[src/rtl/pipe_hazard_ctrl_pkg.sv]
// Shared types for the RV32I pipeline hazard controller: the FSM state
// encoding, the bundle of pipeline-register controls, and small helpers
// used by the hazard comparator.
package pipe_hazard_ctrl_pkg;

    typedef enum logic [1:0] {
        CTRL_RUN    = 2'd0,
        CTRL_LDUSE  = 2'd1,
        CTRL_MDWAIT = 2'd2
    } ctrl_state_e;

    typedef struct packed {
        logic pc_stall;
        logic if_id_stall;
        logic if_id_flush;
        logic id_ex_stall;
        logic id_ex_flush;
        logic ex_mem_flush;
    } pipe_ctrl_t;

    // No action: every pipeline register advances normally.
    localparam pipe_ctrl_t PIPE_CTRL_NONE = '{
        pc_stall: 1'b0, if_id_stall: 1'b0, if_id_flush: 1'b0,
        id_ex_stall: 1'b0, id_ex_flush: 1'b0, ex_mem_flush: 1'b0};

    // Load-use bubble: freeze fetch/decode, inject a NOP into EX.
    localparam pipe_ctrl_t PIPE_CTRL_LDUSE = '{
        pc_stall: 1'b1, if_id_stall: 1'b1, if_id_flush: 1'b0,
        id_ex_stall: 1'b0, id_ex_flush: 1'b1, ex_mem_flush: 1'b0};

    // Taken redirect from EX: squash the two younger instructions.
    localparam pipe_ctrl_t PIPE_CTRL_BRANCH = '{
        pc_stall: 1'b0, if_id_stall: 1'b0, if_id_flush: 1'b1,
        id_ex_stall: 1'b0, id_ex_flush: 1'b1, ex_mem_flush: 1'b0};

    // Multi-cycle EX op in flight: hold everything upstream, bubble into MEM.
    localparam pipe_ctrl_t PIPE_CTRL_MDWAIT = '{
        pc_stall: 1'b1, if_id_stall: 1'b1, if_id_flush: 1'b0,
        id_ex_stall: 1'b1, id_ex_flush: 1'b0, ex_mem_flush: 1'b1};

    // One source operand of the ID instruction depends on the EX destination.
    function automatic logic src_matches(input logic [4:0] rs, input logic used,
                                         input logic [4:0] rd);
        return used && (rs == rd);
    endfunction

endpackage

[src/rtl/pipe_hazard_ctrl_md_watchdog.sv]
// md_watchdog: counts cycles spent waiting on a multi-cycle EX op and
// raises a registered one-cycle md_err pulse when the wait hits the limit.
// The timer starts at 1 on the cycle the wait is entered and saturates.
import pipe_hazard_ctrl_pkg::*;

module md_watchdog #(
    parameter int MD_TIMEOUT = 64
) (
    input  logic clk,
    input  logic rst,
    input  logic arm_i,      // entering the wait this cycle
    input  logic wait_i,     // currently in the wait state
    input  logic done_i,     // multi-cycle result valid
    output logic expired_o,  // wait limit reached this cycle
    output logic md_err_o
);
    localparam int TW = $clog2(MD_TIMEOUT + 1);
    localparam logic [TW-1:0] TIMER_LIMIT = TW'(MD_TIMEOUT);
    localparam logic [TW-1:0] TIMER_MAX   = {TW{1'b1}};

    logic [TW-1:0] timer_q, timer_d;
    logic          md_err_q, md_err_d;

    assign expired_o = wait_i && (timer_q == TIMER_LIMIT);
    assign md_err_o  = md_err_q;

    // Timer next value: load on arm, count while waiting, clear otherwise.
    always_comb begin
        timer_d  = timer_q;
        md_err_d = 1'b0;
        if (arm_i) begin
            timer_d = TW'(1);
        end else if (wait_i) begin
            if (done_i) begin
                timer_d = '0;
            end else if (expired_o) begin
                timer_d  = '0;
                md_err_d = 1'b1;
            end else if (timer_q != TIMER_MAX) begin
                timer_d = timer_q + TW'(1);
            end else begin
                timer_d = timer_q;
            end
        end else begin
            timer_d = '0;
        end
    end

    // Timer and error pulse registers.
    always_ff @(posedge clk or posedge rst) begin
        if (rst) begin
            timer_q  <= '0;
            md_err_q <= 1'b0;
        end else begin
            timer_q  <= timer_d;
            md_err_q <= md_err_d;
        end
    end

endmodule

[src/rtl/pipe_hazard_ctrl.sv]
// pipe_hazard_ctrl: stall/flush sequencing for the 5-stage RV32I pipeline.
// Resolves load-use hazards, taken EX redirects and multi-cycle EX ops.
// Pipeline controls are combinational from state and inputs; ctrl_state
// and md_err are registered.
// Optional build macro PIPE_HAZARD_PERF_EN adds stall/flush perf counters.
import pipe_hazard_ctrl_pkg::*;

module pipe_hazard_ctrl #(
    parameter int LDUSE_BUBBLES = 1,
    parameter int MD_TIMEOUT    = 64
) (
    input  logic       clk,
    input  logic       rst,
    input  logic [4:0] id_rs1_i,
    input  logic [4:0] id_rs2_i,
    input  logic       id_rs1_used_i,
    input  logic       id_rs2_used_i,
    input  logic [4:0] ex_rd_i,
    input  logic       ex_mem_read_i,
    input  logic       ex_branch_taken_i,
    input  logic       md_start_i,
    input  logic       md_done_i,
    output logic       pc_stall_o,
    output logic       if_id_stall_o,
    output logic       if_id_flush_o,
    output logic       id_ex_stall_o,
    output logic       id_ex_flush_o,
    output logic       ex_mem_flush_o,
    output logic       md_err_o,
    output logic [1:0] ctrl_state_o
`ifdef PIPE_HAZARD_PERF_EN
    ,
    output logic [31:0] perf_stall_cnt_o,
    output logic [31:0] perf_flush_cnt_o
`endif
);
    localparam logic [1:0] LDUSE_RELOAD = 2'(LDUSE_BUBBLES - 1);

    ctrl_state_e state_q, state_d;
    logic [1:0]  cnt_q, cnt_d;
    logic        hz_s;
    logic        md_arm_s;
    logic        md_wait_s;
    logic        md_expired_s;
    pipe_ctrl_t  ctrl_s;

    // Load-use hazard: a load in EX writes a register the ID instruction reads.
    assign hz_s = ex_mem_read_i && (ex_rd_i != 5'd0) &&
                  (src_matches(id_rs1_i, id_rs1_used_i, ex_rd_i) ||
                   src_matches(id_rs2_i, id_rs2_used_i, ex_rd_i));

    assign md_wait_s = (state_q == CTRL_MDWAIT);

    md_watchdog #(
        .MD_TIMEOUT (MD_TIMEOUT)
    ) u_md_watchdog (
        .clk       (clk),
        .rst       (rst),
        .arm_i     (md_arm_s),
        .wait_i    (md_wait_s),
        .done_i    (md_done_i),
        .expired_o (md_expired_s),
        .md_err_o  (md_err_o)
    );

    // FSM state and bubble counter registers.
    always_ff @(posedge clk or posedge rst) begin
        if (rst) begin
            state_q <= CTRL_RUN;
            cnt_q   <= 2'd0;
        end else begin
            state_q <= state_d;
            cnt_q   <= cnt_d;
        end
    end

    // Next state: branch beats multi-cycle op beats load-use in RUN.
    always_comb begin
        state_d  = state_q;
        cnt_d    = cnt_q;
        md_arm_s = 1'b0;
        case (state_q)
            CTRL_RUN: begin
                if (ex_branch_taken_i) begin
                    state_d = CTRL_RUN;
                end else if (md_start_i && !md_done_i) begin
                    state_d  = CTRL_MDWAIT;
                    md_arm_s = 1'b1;
                end else if (md_start_i) begin
                    state_d = CTRL_RUN;
                end else if (hz_s && (LDUSE_BUBBLES > 1)) begin
                    state_d = CTRL_LDUSE;
                    cnt_d   = LDUSE_RELOAD;
                end else begin
                    state_d = CTRL_RUN;
                end
            end
            CTRL_LDUSE: begin
                if (cnt_q <= 2'd1) begin
                    state_d = CTRL_RUN;
                    cnt_d   = 2'd0;
                end else begin
                    cnt_d = cnt_q - 2'd1;
                end
            end
            CTRL_MDWAIT: begin
                if (md_done_i || md_expired_s) begin
                    state_d = CTRL_RUN;
                end else begin
                    state_d = CTRL_MDWAIT;
                end
            end
            default: begin
                state_d = CTRL_RUN;
                cnt_d   = 2'd0;
            end
        endcase
    end

    // Pipeline controls: decoded from state and inputs, forced quiet in reset.
    always_comb begin
        ctrl_s = PIPE_CTRL_NONE;
        if (rst) begin
            ctrl_s = PIPE_CTRL_NONE;
        end else begin
            case (state_q)
                CTRL_RUN: begin
                    if (ex_branch_taken_i) begin
                        ctrl_s = PIPE_CTRL_BRANCH;
                    end else if (md_start_i && !md_done_i) begin
                        ctrl_s = PIPE_CTRL_MDWAIT;
                    end else if (md_start_i) begin
                        ctrl_s = PIPE_CTRL_NONE;
                    end else if (hz_s) begin
                        ctrl_s = PIPE_CTRL_LDUSE;
                    end else begin
                        ctrl_s = PIPE_CTRL_NONE;
                    end
                end
                CTRL_LDUSE: begin
                    ctrl_s = PIPE_CTRL_LDUSE;
                end
                CTRL_MDWAIT: begin
                    if (md_done_i || md_expired_s) begin
                        ctrl_s = PIPE_CTRL_NONE;
                    end else begin
                        ctrl_s = PIPE_CTRL_MDWAIT;
                    end
                end
                default: begin
                    ctrl_s = PIPE_CTRL_NONE;
                end
            endcase
        end
    end

    assign pc_stall_o     = ctrl_s.pc_stall;
    assign if_id_stall_o  = ctrl_s.if_id_stall;
    assign if_id_flush_o  = ctrl_s.if_id_flush;
    assign id_ex_stall_o  = ctrl_s.id_ex_stall;
    assign id_ex_flush_o  = ctrl_s.id_ex_flush;
    assign ex_mem_flush_o = ctrl_s.ex_mem_flush;
    assign ctrl_state_o   = state_q;

`ifdef PIPE_HAZARD_PERF_EN
    logic [31:0] perf_stall_q;
    logic [31:0] perf_flush_q;
    logic        flush_evt_s;

    // A flush event is a taken redirect acted upon in RUN.
    assign flush_evt_s = (state_q == CTRL_RUN) && ex_branch_taken_i;

    // Free-running stall-cycle and branch-flush counters, wrapping mod 2^32.
    always_ff @(posedge clk or posedge rst) begin
        if (rst) begin
            perf_stall_q <= 32'd0;
            perf_flush_q <= 32'd0;
        end else begin
            perf_stall_q <= perf_stall_q + {31'd0, ctrl_s.pc_stall};
            perf_flush_q <= perf_flush_q + {31'd0, flush_evt_s};
        end
    end

    assign perf_stall_cnt_o = perf_stall_q;
    assign perf_flush_cnt_o = perf_flush_q;
`endif

endmodule

[config.mk]
export PLATFORM = sky130hd
export DESIGN_NAME = pipe_hazard_ctrl
export DESIGN_NICKNAME = d
export VERILOG_FILES = /design/src/rtl/pipe_hazard_ctrl_pkg.sv /design/src/rtl/pipe_hazard_ctrl_md_watchdog.sv /design/src/rtl/pipe_hazard_ctrl.sv
export SDC_FILE = /design/constraint.sdc
export NUM_CORES = 1
export LEC_CHECK = 0
export BUFFER_PORTS_ARGS = -buffer_cell sky130_fd_sc_hd__buf_2
export CORE_UTILIZATION = 48
export CTS_CLUSTER_DIAMETER = 80
export DETAILED_ROUTE_END_ITERATION = 8
export PLACE_DENSITY = 0.83
export SLEW_MARGIN = 20
export SYNTH_ARGS = -nofsm -noshare
export SYNTH_HDL_FRONTEND = slang
export SYNTH_SLANG_ARGS = --single-unit
[constraint.sdc]
create_clock -name clk -period 2.6 [get_ports clk]
set_input_delay 0.39 -clock clk [delete_from_list [all_inputs] [get_ports clk]]
set_output_delay 0.39 -clock clk [all_outputs]
set_load 0.005 [all_outputs]
-- Word-level counts from Yosys, hierarchy flattened
Cells that the tools add are included.
- bits of input ports: 23
- latch bits: 0
- bits in read-only memories: 0
- bits in registers: 12
- RAM bits: 0
- memories kept: 0
- div/mod/pow operators: 0
- reduce and logical (&&, ||, !) cells: 12
- multiplexer cells: 26
- bitwise gates (word level): 0
- multipliers: 0
- $lt $le $gt $ge: 1
- equal/unequal tests: 8
- $add $sub $neg: 2
- shift-type cells: 0
- operators by type and width (cell ; number):
    two-way mux 6 bit ; 6
    two-way mux 7 bit ; 5
    case mux 6 bit (3 select lines) ; 1
    == test 5 bit ; 2
    two-way mux 2 bit ; 5
    adder 7 x 1 -> 7 bit (second input constant) ; 1
    == test 7 bit (second input constant) ; 1
    two-way mux 1 bit ; 7
    != test 7 bit (second input constant) ; 1
    logical AND 1 bit ; 6
    case mux 2 bit (3 select lines) ; 1
    != test 5 bit (second input constant) ; 1
    nonzero test 5 bit ; 1
    case mux 2 bit (2 select lines) ; 1
    == test 2 x 1 -> 1 bit (second input constant) ; 1
    == test 2 bit (second input constant) ; 1
    less-or-equal comparator 2 x 1 -> 1 bit (second input constant) ; 1
    logical NOT 2 bit ; 1
    logical OR 1 bit ; 2
    != test 2 bit (second input constant) ; 1
    OR reduction 2 bit ; 1
    subtractor 2 x 1 -> 2 bit (second input constant) ; 1
    logical NOT 1 bit ; 1

-- Depth between registers and ports, before layout
Gate-level depths: netlist (run 1).
- word-level depth: 10
- depth in mapped cells: 6
- gate-level depth less buffers: 5

-- Hierarchy
Synthesis (run 1) repeated with hierarchy kept, for this count alone.
- cells, all modules: 81
- area total of the unflattened synthesis: 742.0 µm²
- modules (own cells, without submodules) (module ; area an instance (µm²) ; cells each ; sequential area each (µm²) ; times used):
    md_watchdog ; 473.0 ; 48 ; 200.2 ; 1
    pipe_hazard_ctrl ; 269.0 ; 33 ; 25.0 ; 1

-- Worst setup path after synthesis (run 1)
OpenSTA, ideal clock, no wires.
- path kind: in2out
- from: input port ex_rd_i[3]
- to: output port pc_stall_o
- stages: 5
- required time: 2210 ps
- arrival: 1394 ps
- setup slack: 816 ps
- cell sequence: xor2_1 -> nor4_2 -> a32oi_1 -> o32ai_2 -> buf_4
- longest elaborated chain between the ends: 10
- elaborated cells on any way between the ends: 14
- those cells by class: 2 x eq/ne; 6 x mux; 6 x reduce/logical
- RTL lines (what ; line ; text):
    from (decl) ; pipe_hazard_ctrl.sv:18 ; input logic [4:0] ex_rd_i,
    == test 5 bit ; pipe_hazard_ctrl_pkg.sv:44 ; return used && (rs == rd);
    logical AND 1 bit ; pipe_hazard_ctrl_pkg.sv:44 ;
    logical OR 1 bit ; pipe_hazard_ctrl.sv:49 ; (src_matches(id_rs1_i, id_rs1_used_i, ex_rd_i) ||
    logical AND 1 bit (*) ; pipe_hazard_ctrl.sv:48 ; assign hz_s = ex_mem_read_i && (ex_rd_i != 5'd0) &&
    two-way mux 6 bit (*) ; pipe_hazard_ctrl.sv:134 ; end else if (hz_s) begin
    two-way mux 6 bit (*) ; pipe_hazard_ctrl.sv:132 ; end else if (md_start_i) begin
    two-way mux 6 bit (*) ; pipe_hazard_ctrl.sv:130 ; end else if (md_start_i && !md_done_i) begin
    two-way mux 6 bit (*) ; pipe_hazard_ctrl.sv:128 ; if (ex_branch_taken_i) begin
    case mux 6 bit (3 select lines) (*) ; pipe_hazard_ctrl.sv:126 ; case (state_q)
    two-way mux 6 bit (*) ; pipe_hazard_ctrl.sv:123 ; if (rst) begin
    to (decl) ; pipe_hazard_ctrl.sv:23 ; output logic pc_stall_o,
Mark *: on every way between the ends. The rest lies on a longest branch, timed or not.

-- Final worst setup path (run 1)
- from: register u_md_watchdog.timer_q[4]
- to: output port if_id_stall_o
- longest elaborated chain between the ends: 6
- RTL lines (what ; line ; text):
    from (decl) ; pipe_hazard_ctrl_md_watchdog.sv:21 ; logic [TW-1:0] timer_q, timer_d;
    from (signal assigned) ; pipe_hazard_ctrl_md_watchdog.sv:55 ; timer_q <= timer_d;
    == test 7 bit ; pipe_hazard_ctrl_md_watchdog.sv:24 ; assign expired_o = wait_i && (timer_q == TIMER_LIMIT);
    logical AND 1 bit ; pipe_hazard_ctrl_md_watchdog.sv:24 ;
    logical OR 1 bit ; pipe_hazard_ctrl.sv:144 ; if (md_done_i || md_expired_s) begin
    two-way mux 6 bit ; pipe_hazard_ctrl.sv:144 ;
    case mux 6 bit (3 select lines) ; pipe_hazard_ctrl.sv:126 ;
    two-way mux 6 bit ; pipe_hazard_ctrl.sv:123 ;
    to (decl) ; pipe_hazard_ctrl.sv:24 ; output logic if_id_stall_o,
Every way passes these cells.

==> results of run 1 <==
## cell type report
| cell class | count | area, µm² | area share |
|---|---|---|---|
| multi-input combinational | 52 | 397 | 0.477 |
| inverter | 4 | 15.0 | 0.0180 |
| sequential | 9 | 225 | 0.271 |
| tap | 15 | 18.8 | 0.0226 |
| timing repair buffer | 30 | 150 | 0.180 |
| clock buffer | 4 | 26.3 | 0.0316 |
## metrics by stage
stage                     power (mW)  std cells
after global routing           0.338        114
after detailed placement       0.217        110
after floorplan                0.187         69
final                          0.317        114
after CTS                      0.322        114
after global placement         0.214        110
## cell families (layout without fill, tap and decap cells)
logic type               after synthesis  after routing  share of synthesized area
AO/OA/AOI/OAI                         16             16                      0.184
XOR/XNOR                              11             11                      0.144
adder cells (fa/ha/maj)                2              2                     0.0375
buffers and inverters                  8             38                     0.0675
flip-flops                             9              9                      0.338
multiplexers                           1              1                     0.0150
other                                  1              1                    0.00562
AND/OR/NAND/NOR                       21             21                      0.208
## registers in the layout, summed over array words and instances (netlist names)
signal,flops
u_md_watchdog.timer_q,7
ctrl_state_o,1
u_md_watchdog.md_err_o,1
## routing by layer
layer	routed length (µm)	up-vias
met4	19	0
met2	806	15
met5	0	-
met3	42	4
met1	516	281
li1	-	307
## power groups by stage
stage / Sequential [mW] / Clock [mW] / Combinational, mW
after detailed placement: 0.149 / 0 / 0.0679
after global placement: 0.148 / 0 / 0.0653
final: 0.146 / 0.103 / 0.0671
after CTS: 0.146 / 0.108 / 0.0683
after floorplan: 0.148 / 0 / 0.0390
after global routing: 0.147 / 0.116 / 0.0758
## layout by cell type (no fill, tap or decap)
cell type	netlist	layout
clkbuf_1	0	1
a21oi_1	2	2
nand4_4	1	1
and2_0	1	1
xor2_1	9	9
nand4_1	1	1
inv_1	4	4
nor3b_1	1	1
o32ai_2	1	1
xnor2_1	2	2
a41o_1	1	1
o21bai_1	1	1
or4_1	1	1
clkbuf_4	0	3
a2bb2oi_1	1	1
nand2b_1	1	1
a41oi_2	1	1
nor4_1	1	1
conb_1	1	1
nand3_1	1	1
ha_1	2	2
nor4_2	1	1
buf_2	0	30
a31oi_1	4	4
o21ai_0	2	2
o21ai_1	2	2
and3_1	2	2
dfrtp_1	9	9
a32oi_1	1	1
nor4b_1	2	2
mux2i_1	1	1
nor2_1	8	8
## worst paths after layout
kind                                                      start                                   end  slack [ps]
max                        u_md_watchdog.timer_q[4]$_DFFE_PP0P_                         if_id_stall_o         500
max in group asynchronous                                   rst  u_md_watchdog.timer_q[0]$_DFFE_PP0P_        2220
max reg2reg                u_md_watchdog.timer_q[0]$_DFFE_PP0P_  u_md_watchdog.timer_q[0]$_DFFE_PP0P_        1110
min reg2reg                u_md_watchdog.timer_q[3]$_DFFE_PP0P_  u_md_watchdog.timer_q[3]$_DFFE_PP0P_         520
min                                                         rst      u_md_watchdog.md_err_o$_DFF_PP0_         130
min in group clk                                      md_done_i  u_md_watchdog.timer_q[0]$_DFFE_PP0P_         460
## worst max-delay path, cell delays in order (launching register included)
cell,delay (ps)
dfrtp_1,450
nor2_1,280
a41oi_2,220
nor2_1,260
o32ai_2,110
buf_2,140
==> reports/qor.yml, run 1 <==
place:
  place_area_um2: 806
  place_hpwl_um: 1170
  pre_cts_ws_ps: 676
  port_buffers: 30
  place.gp.congestion: 0.703
setup_path:
  end_kind: "output port"
  required_ps: 2210
  critPathArrivalTime_ps: 1710
  critPathMaxFanout: 6
  worst-setup-path-type: "flop to output port"
  rr_worst_depth: 5
  cp-start-kind: "flop"
sta:
  tns_ps: 0
  hold_viol_final: 0
  rsz0062_at_grt: "false"
  maxSlewViolCount: 0
  setup_ws_ps: 500
  finalSetupViolCount: 0
  layout_min_cycle_time_ps: 2100
  timing.final.crit_share: 0.808
  hold_ws_ps: 130
  fmaxAchievable_mhz: 476
  skew_ps: 1.23
grt:
  use_met2: 0.408
  grt-ovfl-total: 0
  top_usage_layer: "met2"
  grt_usage: 0.210
  grt_pass1_wl_um: 2130
  antenna_found_initial: 0
  gr-usage-met3: 0.0682
  first_global_vias: 522
  grt_util_met1: 0.199
  grt_max_degree: 10
synthesis:
  ys_warn_count: 0
  synth.area.top_cells: "dfrtp_1, xor2_1, buf_4"
  syn_inst: 69
  synth_seq_cells: 9
  ys_types: 30
  synth-seq-area-share: 0.338
  synth_flop_cell: "dfrtp_1"
  async_flop_share: 1.00
  synth_common_cells: "dfrtp_1, xor2_1, nor2_1"
  synth_edf_count: 0
  synth_top_area_share: 0.338
  syn_avg_cell_area_um2: 9.67
  synth_area_um2: 667
  synth_top_area_cell: "dfrtp_1"
  syn_nets: 94
pwr:
  combPwrFrac: 0.212
  swShare: 0.257
  p_int_uw: 235
  power_per_cell_area_nw_per_um2: 380
  p_switching_uw: 81.3
  power_frac_clock: 0.326
  peakVddDrop_mv: 0.305
  pwr-share-seq: 0.462
  leakage_nw: 0.426
floorplan:
  die_y_um: 39.3
  io_pins: 32
  num_rows: 13
  die_area_um2: 1540
  coreArea_um2: 1300
  start_util: 0.513
  die_w_um: 39.3
finish:
  drive_gt1_frac: 0.374
  area_growth_pct: 24.8
  nNetsFinal: 125
  final_core_util: 0.639
  final.fill_count: 109
  diodes: 0
  design_area_um2: 832
cts:
  clkLatencyLatePin_ps: 250
  cts_tree: "yes"
  ctsLongestPathBuffers: 2
  cts_max_level: 1
  ctsResizeCount: 0
  cts_setup_buffers: 0
  clkTransAtPathRegs_ps: 60
  cts_sinks: 9
  numCtsBuffers: 3
  cts_root_buffer: "clkbuf_4"
  ctsHoldBuffers: 0
status:
  outcome: "finished clean"
detailed_routing:
  dr.pass1.iters: 2
  drcViolationCount: 0
  via_count: 607
  drt_iter0_drc: 1
  wl_per_cell_um: 12.1
  ant_nets: 0
  wirelength_um: 1380
  routed_via_density: 5.32
flow_run:
  cap_violations: 0
hold_path:
  hold_path_class: "input pin to asynchronous set/reset pin"
(Power assumes the default switching activity.)
==> run 2, diff against run 1 <==
--- a/config.mk
+++ b/config.mk
@@ -6,10 +6,10 @@
 export NUM_CORES = 1
 export LEC_CHECK = 0
 export BUFFER_PORTS_ARGS = -buffer_cell sky130_fd_sc_hd__buf_2
-export CORE_UTILIZATION = 48
+export CORE_UTILIZATION = 44
 export CTS_CLUSTER_DIAMETER = 80
 export DETAILED_ROUTE_END_ITERATION = 8
-export PLACE_DENSITY = 0.83
+export PLACE_DENSITY = 0.77
 export SLEW_MARGIN = 20
 export SYNTH_ARGS = -nofsm -noshare
 export SYNTH_HDL_FRONTEND = slang
==> constraint.sdc (replaced) <==
create_clock -name clk -period 2.2 [get_ports clk]
set_input_delay 0.33 -clock clk [delete_from_list [all_inputs] [get_ports clk]]
set_output_delay 0.33 -clock clk [all_outputs]
set_load 0.005 [all_outputs]
==> run 2 against run 1 <==
Net effect:
- clock power rose by 21%
- non-clock buffer count did not move
- first-iteration DRC count rose to 18 times the previous value
- sequential power rose by 18%
- cell count did not move
- utilization fell by 2.3 points
- critical path type unchanged
- largest cell class unchanged
==> reports/qor.yml, run 2 (same netlist as run 1, synthesis figures left out) <==
pwr:
  leakage_nw: 0.426  # unchanged
  peakVddDrop_mv: 0.229  # -25%
  power_per_cell_area_nw_per_um2: 451  # +19%
hold_path:
  hold_path_class: "input pin to asynchronous set/reset pin"
cts:
  cts_tree: "yes"
  ctsLongestPathBuffers: 2  # unchanged
  ctsHoldBuffers: 0  # unchanged
  cts_setup_buffers: 0  # unchanged
  numCtsBuffers: 3  # unchanged
  cts_sinks: 9  # unchanged
  clkTransAtPathRegs_ps: 60  # about the same
  clkLatencyLatePin_ps: 260  # about the same
  ctsResizeCount: 0  # unchanged
  cts_max_level: 1  # unchanged
  cts_root_buffer: "clkbuf_4"
sta:
  hold_ws_ps: 67.9  # -61.8 ps
  layout_min_cycle_time_ps: 1950
  fmaxAchievable_mhz: 512
  skew_ps: 4.62  # +3.39 ps
  tns_ps: 0  # unchanged
  rsz0062_at_grt: "false"
  finalSetupViolCount: 0  # unchanged
  timing.final.crit_share: 0.888
  setup_ws_ps: 246  # -254 ps
  maxSlewViolCount: 0  # unchanged
  hold_viol_final: 0  # unchanged
floorplan:
  io_pins: 32  # unchanged
  start_util: 0.494  # -0.0185
  die_y_um: 40.9  # +4.2%
  die_w_um: 40.9  # +4.2%
  coreArea_um2: 1350  # +3.7%
  die_area_um2: 1680  # +8.6%
  num_rows: 13  # unchanged
setup_path:
  crit_chain: "nor2_1, a41oi_2, nor2_1, o32ai_2, buf_2"
  cp-start-kind: "flop"
  path_common_cell: "nor2_1"
  r2r_setup_slack_ps: 720  # -390 ps
  critPathArrivalTime_ps: 1620  # -90 ps
  worstReg2RegStart: "u_md_watchdog.timer_q[1]$_DFFE_PP0P_"
  critPathMaxFanout: 6  # unchanged
  critPathBufInv: 1  # unchanged
  cpLargestDelayFamily: "simple AND/OR/NAND/NOR gates"
  slowest_delay_ps: 450  # about the same
  required_ps: 1870  # -340 ps
  cpMaxStageDelayCell: "dfrtp_1"
  rr_worst_depth: 5  # unchanged
  worst-setup-path-type: "flop to output port"
  end_kind: "output port"
  r2r-end: "u_md_watchdog.timer_q[0]$_DFFE_PP0P_"
grt:
  grt_pass1_wl_um: 1970  # -7.2%
  grt_usage: 0.184  # -0.0260
  grt-ovfl-total: 0  # unchanged
  grt_max_degree: 10  # unchanged
  antenna_found_initial: 0  # unchanged
  first_global_vias: 519  # -0.57%
flow_run:
  cap_violations: 0  # unchanged
finish:
  largest_reg_flops: 7  # unchanged
  nNetsFinal: 125  # unchanged
  largest_register: "u_md_watchdog.timer_q"
  final.fill_count: 125  # +15%
  diodes: 0  # unchanged
  final_cell_mix: "buf_2, xor2_1, dfrtp_1"
  layout.cells.most_common: "buf_2"
  area_growth_pct: 24.8  # unchanged
  drive_gt1_frac: 0.374  # unchanged
detailed_routing:
  via_count: 610  # +0.49%
  dr.pass1.iters: 4  # +2
  wl_per_cell_um: 11.3  # -6.7%
  ant_nets: 0  # unchanged
  drt_iter0_drc: 18  # +17
  routed_via_density: 5.35  # +0.49%
  drcViolationCount: 0  # unchanged
  wirelength_um: 1290  # -6.7%
place:
  pre_cts_ws_ps: 355  # -321 ps
  place.gp.congestion: 0.646  # -8.1%
  port_buffers: 30  # unchanged
  place_hpwl_um: 1120  # -4.5%
status:
  outcome: "finished clean"
==> run 2: cell counts in the layout (fill, tap and decap cells not counted) <==
No cell type changed its count.
==> run 2: worst register-to-register path, delay by kind of cell, from the launching register on <==
family / cells / cell delay [ps]
compound gates: 2 / 360
fa+ha+maj: 1 / 200
flops: 1 / 390
simple gates: 2 / 460
==> run 2: worst max-delay path by stage <==
stage,from,endpoint,slack [ps],cells past startpoint
2_1_floorplan,ex_rd_i[3],pc_stall_o,540,5
3_3_place_gp,ex_rd_i[3],if_id_stall_o,390,6
3_5_place_dp,ex_rd_i[3],if_id_stall_o,350,6
4_1_cts,u_md_watchdog.timer_q[4]$_DFFE_PP0P_,if_id_stall_o,230,5
5_1_grt,u_md_watchdog.timer_q[4]$_DFFE_PP0P_,pc_stall_o,100,5
6_report,u_md_watchdog.timer_q[4]$_DFFE_PP0P_,if_id_stall_o,250,5
==> run 2: final cells by class <==
cell class                 count  area (µm²)  area share
clock buffer                   4        26.3      0.0316
inverter                       4        15.0      0.0180
multi-input combinational     52         397       0.477
sequential                     9         225       0.271
tap                           15        18.8      0.0226
timing repair buffer          30         150       0.180
==> run 2: where the power goes <==
part           switching (mW)  total [mW]  internal [mW]
Sequential            0.00355       0.172          0.169
Clock                  0.0555       0.125         0.0698
Combinational          0.0383      0.0777         0.0394
Total                  0.0973       0.375          0.278
==> run 2: metrics by stage <==
stage,instance area (µm²),power [mW],utilization,std cells
final,832,0.375,0.616,114
after global routing,832,0.402,0.616,114
after CTS,832,0.381,0.616,114
after detailed placement,806,0.254,0.597,110
after global placement,806,0.253,0.597,110
after floorplan,667,0.221,-,69
==> run 2: metal layers <==
metal / vias up / GRT usage / wire (µm)
met5: - / 0 / 0
met4: 0 / 0.100 / 28
met3: 4 / 0.0489 / 105
met2: 32 / 0.309 / 612
met1: 267 / 0.208 / 545
li1: 307 / - / -
==> run 3, diff against run 2 <==
--- a/config.mk
+++ b/config.mk
@@ -6,10 +6,13 @@
 export NUM_CORES = 1
 export LEC_CHECK = 0
 export BUFFER_PORTS_ARGS = -buffer_cell sky130_fd_sc_hd__buf_2
-export CORE_UTILIZATION = 44
+export CELL_PAD_IN_SITES_DETAIL_PLACEMENT = 0
+export CELL_PAD_IN_SITES_GLOBAL_PLACEMENT = 2
+export CORE_UTILIZATION = 25
 export CTS_CLUSTER_DIAMETER = 80
 export DETAILED_ROUTE_END_ITERATION = 8
-export PLACE_DENSITY = 0.77
+export PLACE_DENSITY_LB_ADDON = 0.1
+export RECOVER_POWER = 100
 export SLEW_MARGIN = 20
 export SYNTH_ARGS = -nofsm -noshare
 export SYNTH_HDL_FRONTEND = slang
==> run 3 against run 2 <==
Net effect:
- global-route usage decreased by 6.7 points
- worst setup slack got worse by 5.1 ps
- routed wire length increased by 11%
- clock power about the same
- count of clock-buffer cells in the layout unchanged
- power increased by 0.10%
- register-to-register slack got worse by 130 ps
- cell count increased by 13%
- via count decreased by 0.49%
- final area decreased by 1.2%
==> reports/qor.yml, run 3 (same netlist as run 1, synthesis figures left out) <==
sta:
  maxSlewViolCount: 0  # unchanged
  timing.final.crit_share: 0.890  # +0.00231
  skew_ps: 5.38  # +0.758 ps
  layout_min_cycle_time_ps: 1960  # +5.08 ps
  tns_ps: 0  # unchanged
  rsz0062_at_grt: "false"
  hold_ws_ps: 91.9  # +24.1 ps
  hold_viol_final: 0  # unchanged
  fmaxAchievable_mhz: 510  # -0.26%
  finalSetupViolCount: 0  # unchanged
detailed_routing:
  dr.pass1.iters: 3  # -1
  ant_nets: 0  # unchanged
  routed_via_density: 4.71  # -12%
  wirelength_um: 1440  # +11%
  drcViolationCount: 0  # unchanged
  drt_iter0_drc: 9  # -9
  wl_per_cell_um: 11.1  # -1.6%
  via_count: 607  # -0.49%
finish:
  area_growth_pct: 23.3
  largest_reg_flops: 7  # unchanged
  design_area_um2: 822  # -1.2%
  layout.cells.most_common: "buf_2"
  final.fill_count: 284  # +130%
  final_cell_mix: "buf_2, xor2_1, dfrtp_1"
  drive_gt1_frac: 0.303  # -0.0707
  nNetsFinal: 125  # unchanged
  diodes: 0  # unchanged
  largest_register: "u_md_watchdog.timer_q"
floorplan:
  io_pins: 32  # unchanged
  start_util: 0.267  # -0.227
  die_y_um: 53.7  # +31%
  die_w_um: 53.7  # +31%
  coreArea_um2: 2500  # +85%
  num_rows: 18  # +5
  die_area_um2: 2880  # +72%
setup_path:
  worst-setup-path-type: "flop to output port"
  rr_worst_depth: 5  # unchanged
  critPathArrivalTime_ps: 1630  # about the same
  critPathMaxFanout: 4  # -2
  r2r-end: "u_md_watchdog.timer_q[0]$_DFFE_PP0P_"
  end_kind: "output port"
  required_ps: 1870  # about the same
  worstReg2RegStart: "u_md_watchdog.timer_q[1]$_DFFE_PP0P_"
  r2r_setup_slack_ps: 590  # -130 ps
  cp-start-kind: "flop"
pwr:
  leakage_nw: 0.389  # -8.7%
  power_per_cell_area_nw_per_um2: 457  # +1.3%
  peakVddDrop_mv: 0.231  # +1.2%
grt:
  first_global_vias: 565  # +8.9%
  antenna_found_initial: 0  # unchanged
  grt_pass1_wl_um: 2410  # +22%
  grt_usage: 0.117  # -0.0673
  grt_max_degree: 10  # unchanged
  grt-ovfl-total: 0  # unchanged
cts:
  numCtsBuffers: 3  # unchanged
  ctsHoldBuffers: 0  # unchanged
  ctsLongestPathBuffers: 2  # unchanged
  cts_setup_buffers: 0  # unchanged
  cts_tree: "yes"
  ctsResizeCount: 0  # unchanged
  cts_max_level: 1  # unchanged
  cts_sinks: 9  # unchanged
  clkTransAtPathRegs_ps: 60  # about the same
  cts_root_buffer: "clkbuf_4"
  clkLatencyLatePin_ps: 260  # about the same
place:
  place_area_um2: 825  # +2.3%
  port_buffers: 30  # unchanged
  place.gp.congestion: 0.625  # -3.3%
  place_hpwl_um: 1210  # +8.2%
status:
  outcome: "finished clean"
hold_path:
  hold_path_class: "input pin to asynchronous set/reset pin"
flow_run:
  cap_violations: 0  # unchanged
## run 3: cell count changes in the layout (fill, tap and decap cells not counted), sizes merged
cell	change
buf	-5
clkbuf	+5
## run 3: worst max-delay path by stage
stage                                          from       endpoint  depth (start not counted)
2_1_floorplan                            ex_rd_i[3]     pc_stall_o                          5
3_3_place_gp                             ex_rd_i[3]  if_id_stall_o                          6
3_5_place_dp                             ex_rd_i[3]  if_id_stall_o                          6
4_1_cts        u_md_watchdog.timer_q[4]$_DFFE_PP0P_  if_id_stall_o                          5
5_1_grt        u_md_watchdog.timer_q[0]$_DFFE_PP0P_     pc_stall_o                          6
6_report       u_md_watchdog.timer_q[0]$_DFFE_PP0P_  if_id_stall_o                          6
## run 3: power breakdown
| group | total [mW] | switching (mW) | internal [mW] |
|---|---|---|---|
| clock | 0.128 | 0.0577 | 0.0699 |
| sequential | 0.173 | 0.00393 | 0.169 |
| combinational | 0.0754 | 0.0380 | 0.0374 |
| total | 0.376 | 0.0996 | 0.276 |
## run 3: final cells by class
type / count / area [µm²] / share of cell area
Multi-Input combinational cell: 52 / 374 / 0.455
Sequential cell: 9 / 225 / 0.274
Timing Repair Buffer: 30 / 144 / 0.175
Tap cell: 30 / 37.5 / 0.0457
Clock buffer: 4 / 26.3 / 0.0320
Inverter: 4 / 15.0 / 0.0183
## run 3: worst max-delay path, cell delays in order, from the launching register on
cell and delay (ps):
dfrtp_1 380, inv_1 70, ha_1 230, a41oi_2 250, nor2_1 120, o32ai_1 150, buf_2 170
## run 3: layer usage
metal | up-vias | wire (µm) | global-route usage
met5 | - | 0 | 0
met1 | 278 | 622 | 0.146
met2 | 19 | 733 | 0.190
li1 | 310 | - | -
met3 | 0 | 82 | 0.0508
met4 | 0 | 0 | 0.0132
## run 3: metrics by stage
step                 util  worst slack (ps)  total power [mW]  instances
finish              0.329               241             0.376        129
global route        0.329              25.3             0.411        129
CTS                 0.340               182             0.386        129
detailed placement  0.330               341             0.257        125
global placement    0.330               313             0.257        125
floorplan               -               536             0.221         69
